==> config.mk <==
export PLATFORM = sky130hd
export DESIGN_NAME = pipe_stage_reg
export DESIGN_NICKNAME = d
export VERILOG_FILES = /design/src/rtl/kanade_pipe_pkg.sv /design/src/rtl/pipe_stage_entry.sv /design/src/rtl/pipe_stage_reg.sv
export SDC_FILE = /design/constraint.sdc
export NUM_CORES = 1
export LEC_CHECK = 0
export CORE_MARGIN = 4
export CORE_UTILIZATION = 51
export CTS_CLUSTER_DIAMETER = 100
export CTS_CLUSTER_SIZE = 25
export DETAILED_ROUTE_END_ITERATION = 8
export GPL_TIMING_DRIVEN = 1
export PLACE_DENSITY = 0.8
export SYNTH_ARGS = -nofsm -noshare
export SYNTH_HDL_FRONTEND = slang
export SYNTH_SLANG_ARGS = --single-unit
==> constraint.sdc <==
create_clock -name clk -period 1.7 [get_ports clk]
set_input_delay 0.425 -clock clk [delete_from_list [all_inputs] [get_ports clk]]
set_output_delay 0.425 -clock clk [all_outputs]
set_load 0.02 [all_outputs]
==> src/rtl/kanade_pipe_pkg.sv <==
// Shared constants for the kanade32 pipeline: payload widths, the bit positions
// of the decode-control vector, and the occupancy encoding used by
// pipe_stage_reg.
package kanade_pipe_pkg;

    // Payload field widths.
    localparam int KW_DATA = 32;
    localparam int KW_INS  = 32;
    localparam int KW_PC   = 32;
    localparam int KW_REG  = 5;

    // Decode-control vector width. An all-zero vector is a NOP/bubble.
    localparam int KW_CTRL = 16;

    // Bit positions inside the decode-control vector.
    localparam int CTL_ALU_SRC       = 0;
    localparam int CTL_MEM_TO_REG    = 1;
    localparam int CTL_REG_WRITE     = 2;
    localparam int CTL_MEM_READ      = 3;
    localparam int CTL_MEM_WRITE     = 4;
    localparam int CTL_BRANCH        = 5;
    localparam int CTL_JMP           = 6;
    localparam int CTL_ALU_OP        = 7;   // LSB of the 3-bit ALU op field [9:7]
    localparam int CTL_ALU_OP_W      = 3;
    localparam int CTL_ALU_RES_TO_PC = 10;
    localparam int CTL_PC_TO_RA      = 11;

    // Stage occupancy: no beat, main entry only, main plus skid entry.
    typedef enum logic [1:0] {
        ST_EMPTY = 2'd0,
        ST_ONE   = 2'd1,
        ST_FULL  = 2'd2
    } pipe_state_e;

endpackage

==> src/rtl/pipe_stage_entry.sv <==
// One storage slot of a pipeline stage: a W-bit register with a load enable
// and a synchronous clear. The clear takes priority over the load.
module pipe_stage_entry
    import kanade_pipe_pkg::*;
#(
    parameter int W = KW_DATA + KW_CTRL
) (
    input  logic         clk,
    input  logic         clr_i,
    input  logic         ld_i,
    input  logic [W-1:0] d_i,
    output logic [W-1:0] q_o
);

    logic [W-1:0] data_q;

    // Hold the slot contents; clear wins, otherwise capture on load.
    always_ff @(posedge clk) begin
        if (clr_i) begin
            data_q <= '0;
        end else if (ld_i) begin
            data_q <= d_i;
        end
    end

    assign q_o = data_q;

endmodule

==> src/rtl/pipe_stage_reg.sv <==
// Elastic pipeline stage register for the kanade32 IF/ID/EX/MEM/WB boundaries.
// Carries a DATA_W payload and a CTRL_W decode-control vector. SKID=1 adds a
// second slot so in_ready comes straight from a flop; SKID=0 keeps one slot
// and a combinational in_ready. Flush kills every held beat.
// Build option: define PIPE_STAGE_PERF_EN to add the stall_cnt/bubble_cnt
// saturating performance counters.
//
// Handshake: a beat moves on a side only in a cycle where both valid and ready
// are high (accept = in_valid & in_ready, emit = out_valid & out_ready); valid
// never depends on ready on the same side, and a presented beat stays
// bit-stable until it is emitted or flushed.
module pipe_stage_reg
    import kanade_pipe_pkg::*;
#(
    parameter int DATA_W = KW_DATA,
    parameter int CTRL_W = KW_CTRL,
    parameter int SKID   = 1
) (
    input  logic              clk,
    input  logic              reset_n,
    input  logic              flush,
    input  logic              in_valid,
    output logic              in_ready,
    input  logic [DATA_W-1:0] in_data,
    input  logic [CTRL_W-1:0] in_ctrl,
    output logic              out_valid,
    input  logic              out_ready,
    output logic [DATA_W-1:0] out_data,
    output logic [CTRL_W-1:0] out_ctrl,
`ifdef PIPE_STAGE_PERF_EN
    output logic [31:0]       stall_cnt,
    output logic [31:0]       bubble_cnt,
`endif
    output logic [1:0]        dbg_state_o
);

    localparam int EW = DATA_W + CTRL_W;

    pipe_state_e   state_q, state_d;
    logic          rst_done_q;
    logic          accept, emit;
    logic          main_ld, skid_ld, main_from_skid;
    logic [EW-1:0] main_q, main_d, skid_q;

    assign out_valid = (state_q != ST_EMPTY);
    assign accept    = in_valid & in_ready;
    assign emit      = out_valid & out_ready;

    // Next occupancy and slot loads. Flush overrides everything: held beats
    // and any beat accepted this cycle are dropped, while a beat emitted this
    // cycle has already been taken downstream.
    always_comb begin
        state_d        = state_q;
        main_ld        = 1'b0;
        skid_ld        = 1'b0;
        main_from_skid = 1'b0;
        if (flush) begin
            state_d = ST_EMPTY;
        end else begin
            case (state_q)
                ST_EMPTY: begin
                    if (accept) begin
                        state_d = ST_ONE;
                        main_ld = 1'b1;
                    end
                end
                ST_ONE: begin
                    if (accept && emit) begin
                        main_ld = 1'b1;
                    end else if (accept) begin
                        state_d = ST_FULL;
                        skid_ld = 1'b1;
                    end else if (emit) begin
                        state_d = ST_EMPTY;
                    end
                end
                ST_FULL: begin
                    if (emit) begin
                        state_d        = ST_ONE;
                        main_ld        = 1'b1;
                        main_from_skid = 1'b1;
                    end
                end
                default: state_d = ST_EMPTY;
            endcase
        end
    end

    // Occupancy register plus a flag that keeps in_ready low until the first
    // clock after reset is released.
    always_ff @(posedge clk) begin
        if (!reset_n) begin
            state_q    <= ST_EMPTY;
            rst_done_q <= 1'b0;
        end else begin
            state_q    <= state_d;
            rst_done_q <= 1'b1;
        end
    end

    generate
        if (SKID != 0) begin : g_skid
            logic rdy_q;

            // Registered ready: open whenever the next occupancy leaves room,
            // so out_ready never reaches in_ready combinationally.
            always_ff @(posedge clk) begin
                if (!reset_n) begin
                    rdy_q <= 1'b0;
                end else begin
                    rdy_q <= (state_d != ST_FULL);
                end
            end

            pipe_stage_entry #(.W(EW)) u_skid (
                .clk   (clk),
                .clr_i (!reset_n),
                .ld_i  (skid_ld),
                .d_i   ({in_ctrl, in_data}),
                .q_o   (skid_q)
            );

            // Flush also opens the input so upstream can drain the redirect;
            // flush is a redirect command, not part of the downstream ready path.
            assign in_ready = rdy_q | (flush & rst_done_q);
        end else begin : g_no_skid
            assign skid_q   = '0;
            assign in_ready = rst_done_q & (flush | !out_valid | out_ready);
        end
    endgenerate

    assign main_d = main_from_skid ? skid_q : {in_ctrl, in_data};

    pipe_stage_entry #(.W(EW)) u_main (
        .clk   (clk),
        .clr_i (!reset_n),
        .ld_i  (main_ld),
        .d_i   (main_d),
        .q_o   (main_q)
    );

    // out_data keeps the last loaded payload when empty; control reads as a
    // bubble whenever nothing valid is presented.
    assign out_data    = main_q[DATA_W-1:0];
    assign out_ctrl    = out_valid ? main_q[EW-1:DATA_W] : '0;
    assign dbg_state_o = state_q;

`ifdef PIPE_STAGE_PERF_EN
    logic [31:0] stall_cnt_q, bubble_cnt_q;

    // Saturating counts of downstream stalls and idle-but-ready cycles;
    // flush leaves them alone.
    always_ff @(posedge clk) begin
        if (!reset_n) begin
            stall_cnt_q  <= '0;
            bubble_cnt_q <= '0;
        end else begin
            if (out_valid && !out_ready && (stall_cnt_q != '1)) begin
                stall_cnt_q <= stall_cnt_q + 32'd1;
            end
            if (!out_valid && out_ready && (bubble_cnt_q != '1)) begin
                bubble_cnt_q <= bubble_cnt_q + 32'd1;
            end
        end
    end

    assign stall_cnt  = stall_cnt_q;
    assign bubble_cnt = bubble_cnt_q;
`endif

endmodule

==> results of run 1 <==
stage by stage:
step | setup WS (ps) | cells | power, mW | utilization (%) | hold slack (ps)
after floorplan | 5.585 | 553 | 2.875 | - | 431.6
after global placement | -397.5 | 713 | 3.147 | 64.89 | 438.4
after detailed placement | -457.8 | 713 | 3.165 | 64.89 | 445.6
after CTS | -84.75 | 729 | 4.567 | 65.63 | 423.5
after global routing | -12.27 | 729 | 4.738 | 66.13 | 442.5
final | 41.97 | 729 | 4.551 | 66.13 | 437.9
critical path, delay by kind of cell, from the launching register on:
family	cells	cell delay, ps
buf+inv	2	330
simple gates	2	210
flops	1	330
final timing paths:
kind | slack [ps] | startpoint | end | cells after the start
worst min register to register | 460 | g_skid.u_skid.q_o[8] | g_skid.u_skid.q_o[8] | 2
worst max-delay path | 40 | dbg_state_o[0] | out_ctrl[12] | 4
worst max register to register | 110 | rst_done_q | dbg_state_o[0] | 5
worst min-delay path | 440 | reset_n | g_skid.u_skid.q_o[30] | 3
synth_stat cells:
master,n
dfxtp_1,100
nand2_1,96
nor2_1,50
mux2i_1,48
nor3_1,48
o21ai_0,48
buf_4,36
clkbuf_1,32
a211oi_1,28
a211oi_2,20
nor2b_1,17
buf_2,8
inv_1,3
buf_6,2
nand4bb_1,2
a2111o_1,1
a21oi_1,1
a21oi_2,1
a311oi_1,1
a31oi_1,1
and3_1,1
and3b_1,1
and4bb_1,1
buf_1,1
inv_2,1
nand3b_1,1
nand4b_1,1
nor4_2,1
o2bb2ai_1,1
or2_1,1
metal layers:
layer  vias up  wire length (um)  part of all wire [%]
met5         -                 0                     0
met4         0               126                   1.1
met3        11               898                   7.7
met2       152              5342                    46
met1      1939              5343                    46
li1       1983                 -                     -
kinds of logic (layout without fill, tap and decap cells):
logic type / after synthesis / in the layout / synth area share, %
flip-flops: 100 / 100 / 42.75
AO/OA/AOI/OAI: 102 / 102 / 16.00
AND/OR/NAND/NOR: 220 / 220 / 20.92
buffers and inverters: 83 / 151 / 10.07
multiplexers: 48 / 48 / 10.26
where the power goes:
part           switching, mW  leakage [nW]  internal (mW)  total, mW
Combinational          0.334          1.27          0.300      0.635
Sequential            0.0390         0.813           2.41       2.45
Clock                  0.791        0.0931          0.675       1.47
Total                   1.16          2.18           3.39       4.55
placed cells by master, fill, tap and decap left out, types with 13 or more instances in the layout:
master and n:
mux2i_1 48, nor2_1 49, o21ai_0 48, buf_4 20
buf_2 13, dfxtp_1 98, nor2b_1 16, dlygate4sd2_1 35
a211oi_1 23, clkdlybuf4s50_1 50, nor3_1 48, nand2_1 96
a211oi_2 25
registers in the layout, indices dropped and copies added (netlist names):
signal,flops
g_skid.u_skid.q_o,48
u_main.q_o,48
dbg_state_o,2
g_skid.rdy_q,1
rst_done_q,1
area by class of cell:
type,count,area [sq um]
clock buffer,11,131.4
clock inverter,5,52.55
fill,756,2997
inverter,4,15.01
multi-input combinational,370,2266
sequential,100,2004
tap,108,135.1
timing repair buffer,131,1247
repair_timing:
action,in CTS,in global routing
pin swaps,1,1
cloned,0,0
setup endpoints to repair,63,20
resized for setup,106,16
==> flow_summary.ini, run 1 <==
[worst_setup_path]
worstSetupStartpointType = flip-flop
crit_type = flip-flop to output port
endpoint_kind = output port
arrival_ps = 1230
cpPeakStageDelay_ps = 330
path_cells = nor2_2, buf_12, nor2b_1, buf_4
crit_slowest_cell = dfxtp_2
path_max_fanout = 18
cp.required_ps = 1270

[floorplan]
fp.dieH_um = 103.8
fp.dieW_um = 103.8
dieArea_sq_um = 10780
rows = 34
start_util_pct = 52.93
boundaryPins = 105
core-area_sq_um = 8848

[clock_network]
cts_hold_buf = 0
cts_setup_buffers = 0
cts_buffer_depth = 2
path_clk_slew_ps = 90
clock_sinks = 100
cts-buffers-inserted = 9
cts-root-buf = clkbuf_8
clk_latency_ps = 360
ctsHtreeMaxLevel = 3
cts_tree = built

[logic_synthesis]
ys_ff_latch = 100
ys_top_cells_by_area = dfxtp_1 (43%), mux2i_1 (10%), nand2_1 (7.7%)
synth.distinct_cells = 30
synth.largest_area_cell = dfxtp_1
avgSynthCellArea_sq_um = 8.469
syn_area_sq_um = 4683
synth_top_area_share_pct = 42.75
syn_nets = 606
postSynthCellCount = 553
yosysWarnings = 0
yosysSeqAreaShare_pct = 42.75

[routing]
route.detailed.drc = 0
postRouteAntennaNets = 0
routed_via_density = 5.604
drt_iter0_drc = 198
wirelength_um = 11710
via_count = 4085
wire_per_inst_um = 16.06
dr.pass1.iters = 4

[placed_design]
placed_area_sq_um = 5742
hpwlAfterDp_um = 7720
port_buffers = 104
routabilityCongestion = 0.8457

[run]
maxCapViolations = 0

[global_route]
grt_pass1_vias = 4093
grt_max_degree = 61
grt_usage_pct = 21.80
grt_first_pass_wirelength_um = 19750
met3_usage_pct = 4.975
met1_usage_pct = 30.09
overflow = 0
antenna_found_initial = 0
met2_usage_pct = 34.03
grt_busiest_layer = met2

[sta]
maxSlewHeadroom_pct = 71.93
rsz0062_at_grt = true
max_slew.worst_pin.slew_ps = 421.1
fmax_ghz = 0.6031
fin_tns_setup_ps = 0
finalMaxSlewViolations = 0
setup_viol = 0
finalCritPeriodShare_pct = 97.53
skew_ps = 7.511
final-hold-violation-count = 0
fin_crit_ps = 1658

[cells_and_area]
fin_area_sq_um = 5852
finalNetCount = 669
area_growth_pct = 24.95
drive_gt1_share_pct = 15.46
insertedDiodeCount = 0

[status]
status = completed

[pwr]
ir_worst_vdd_v = 0.0004140
leakage_nw = 2.175
p_per_area_nw_per_um2 = 777.7

[worst_hold_path]
hp-class = input port to flip-flop
No activity file was read; power rests on OpenSTA's default activity.
==> run 2: changes to the inputs <==
Settings changed: CORE_ASPECT_RATIO from default to 1.25.
==> run 2 against run 1 <==
Against the previous run:
- the flow now finishes with violations (negative setup slack)
- clock power about the same
- utilization up 3.8 points
- sequential share of layout area down 1.9 points
- combinational power up 6.5%
- count of clock-buffer cells in the layout up 1
- global-route usage up 0.31 points
- first-iteration DRC count up 41%
- die area about the same
- setup slack worse by 120 ps
- critical endpoint is now out_ctrl[15]
- largest cell class unchanged
- largest power group unchanged
==> flow_summary.ini, run 2 (same netlist as run 1, synthesis figures left out) <==
[cells_and_area]
drive_gt1_share_pct = 19.46
area_growth_pct = 32.14
insertedDiodeCount = 0
layout_common_cells = dfxtp_1 (98), nand2_1 (96), nor2_1 (49)
final_common_cell = dfxtp_1
finalNetCount = 680
post-route-util_pct = 69.98

[floorplan]
start_util_pct = 52.96
boundaryPins = 105
rows = 38
fp.dieW_um = 93.71
core-area_sq_um = 8843
fp.dieH_um = 115.1
dieArea_sq_um = 10790

[pwr]
total_power_mw = 4.628
leakage_nw = 2.285
ir_worst_vdd_v = 0.0003985
p_per_area_nw_per_um2 = 747.9

[routing]
dr.pass1.iters = 5
via_count = 4137
postRouteAntennaNets = 0
drt_iter0_drc = 280
wire_per_inst_um = 15.43
wirelength_um = 11600
route.detailed.drc = 0
routed_via_density = 5.501

[worst_setup_path]
crit_slowest_cell = dfxtp_2
crit_type = flip-flop to output port
worstSetupStartpointType = flip-flop
arrival_ps = 1350
cp.required_ps = 1270
rr_worst_depth = 5
r2r-start = dbg_state_o[1]
worst-path-buf-inv = 3
path_cells = nor2_4, clkbuf_16, buf_8, nor2b_2, buf_6
cpPeakStageDelay_ps = 340
r2r_slack_ps = 80
endpoint_kind = output port
path_max_fanout = 6
rr_endpoint = u_main.q_o[24]
cp_top_family = buffers and inverters

[sta]
hold_ws_ps = 459.8
setup_viol = 11
fin_tns_setup_ps = -623.6
finalCritPeriodShare_pct = 104.6
finalMaxSlewViolations = 0
maxSlewHeadroom_pct = 71.64
setup_ws_ps = -78.71
fin_crit_ps = 1779
final-hold-violation-count = 0
fmax_ghz = 0.5622
skew_ps = 6.663
rsz0062_at_grt = true
max_slew.worst_pin.slew_ps = 425.4

[run]
maxCapViolations = 0

[clock_network]
cts_hold_buf = 0
clk_latency_ps = 360
clock_sinks = 100
cts-root-buf = clkbuf_8
cts-buffers-inserted = 9
path_clk_slew_ps = 90
ctsHtreeMaxLevel = 3
cts_buffer_depth = 2
cts_tree = built

[status]
violations = negative setup slack
status = finished, violations left

[worst_hold_path]
min_to = g_skid.u_skid.q_o[23]
hp-start = g_skid.u_skid.q_o[23]
hp-class = flip-flop to flip-flop
holdPathStages = 2

[placed_design]
port_buffers = 104
routabilityCongestion = 0.7837
hpwlAfterDp_um = 7516

[global_route]
grt_max_degree = 79
grt_first_pass_wirelength_um = 19180
grt_pass1_vias = 4016
overflow = 0
grt_usage_pct = 22.11
antenna_found_initial = 0
run 2: changes by cell type in the layout (fill, tap and decap cells not counted), sizes merged:
cell and change:
buf +10, dlymetal6s2s +1, clkdlybuf4s50 -2, clkbuf +3, clkinvlp -1
run 2: layer usage:
layer	GRT usage (%)	up-vias	share of wire, %
li1	-	2009	-
met5	0	-	0
met3	3.272	13	6.2
met2	36.29	141	49
met4	8.960	0	1.6
met1	29.20	1974	44
run 2: layout make-up:
cell class / count / area [sq um]
Clock buffer: 12 / 145.1
Sequential cell: 100 / 2004
Inverter: 4 / 15.01
Timing Repair Buffer: 142 / 1491
Tap cell: 120 / 150.1
Fill cell: 699 / 2655
Clock inverter: 4 / 48.80
Multi-Input combinational cell: 370 / 2333
run 2: power by group:
part	switching, mW	internal, mW
Combinational	0.345	0.332
Sequential	0.0376	2.41
Clock	0.783	0.720
run 2: worst max path at each step:
stage | slack [ps] | endpoint | startpoint | cells after the start
4_1_cts | -110 | out_ctrl[14] | dbg_state_o[0] | 4
2_1_floorplan | 6 | out_ctrl[10] | dbg_state_o[1] | 3
6_report | -80 | out_ctrl[15] | dbg_state_o[1] | 5
3_3_place_gp | -390 | in_ready | flush | 4
5_1_grt | -130 | out_ctrl[13] | dbg_state_o[1] | 5
3_5_place_dp | -450 | in_ready | flush | 4
run 2: what timing repair did:
action	CTS	global route
endpoints found under the setup margin	93	39
pin swaps	1	1
resized for setup	123	57
cloned	1	0
endpoints found under the hold margin	0	0
buffers inserted	8	0
run 2: worst register-to-register path: cells and delay by family, from the launching register on:
family	cells	cell delay, ps
DFF	1	340
AOI/OAI and AO/OA	1	240
buffers and inverters	2	370
and+or+nand+nor	2	570
run 2: through the flow:
step	worst slack (ps)	cell area, sq um	std cells
2_1_floorplan	5.585	4683	553
3_3_place_gp	-393.8	5809	727
3_5_place_dp	-448.4	5809	727
4_1_cts	-111.4	6021	752
5_1_grt	-132.8	6188	752
6_report	-78.71	6188	752
==> run 3: changes to the inputs <==
Settings changed: CAP_MARGIN from default to 5.
==> results of run 3 <==
No change in the layout: final DEF, timing and power equal those of run 2.
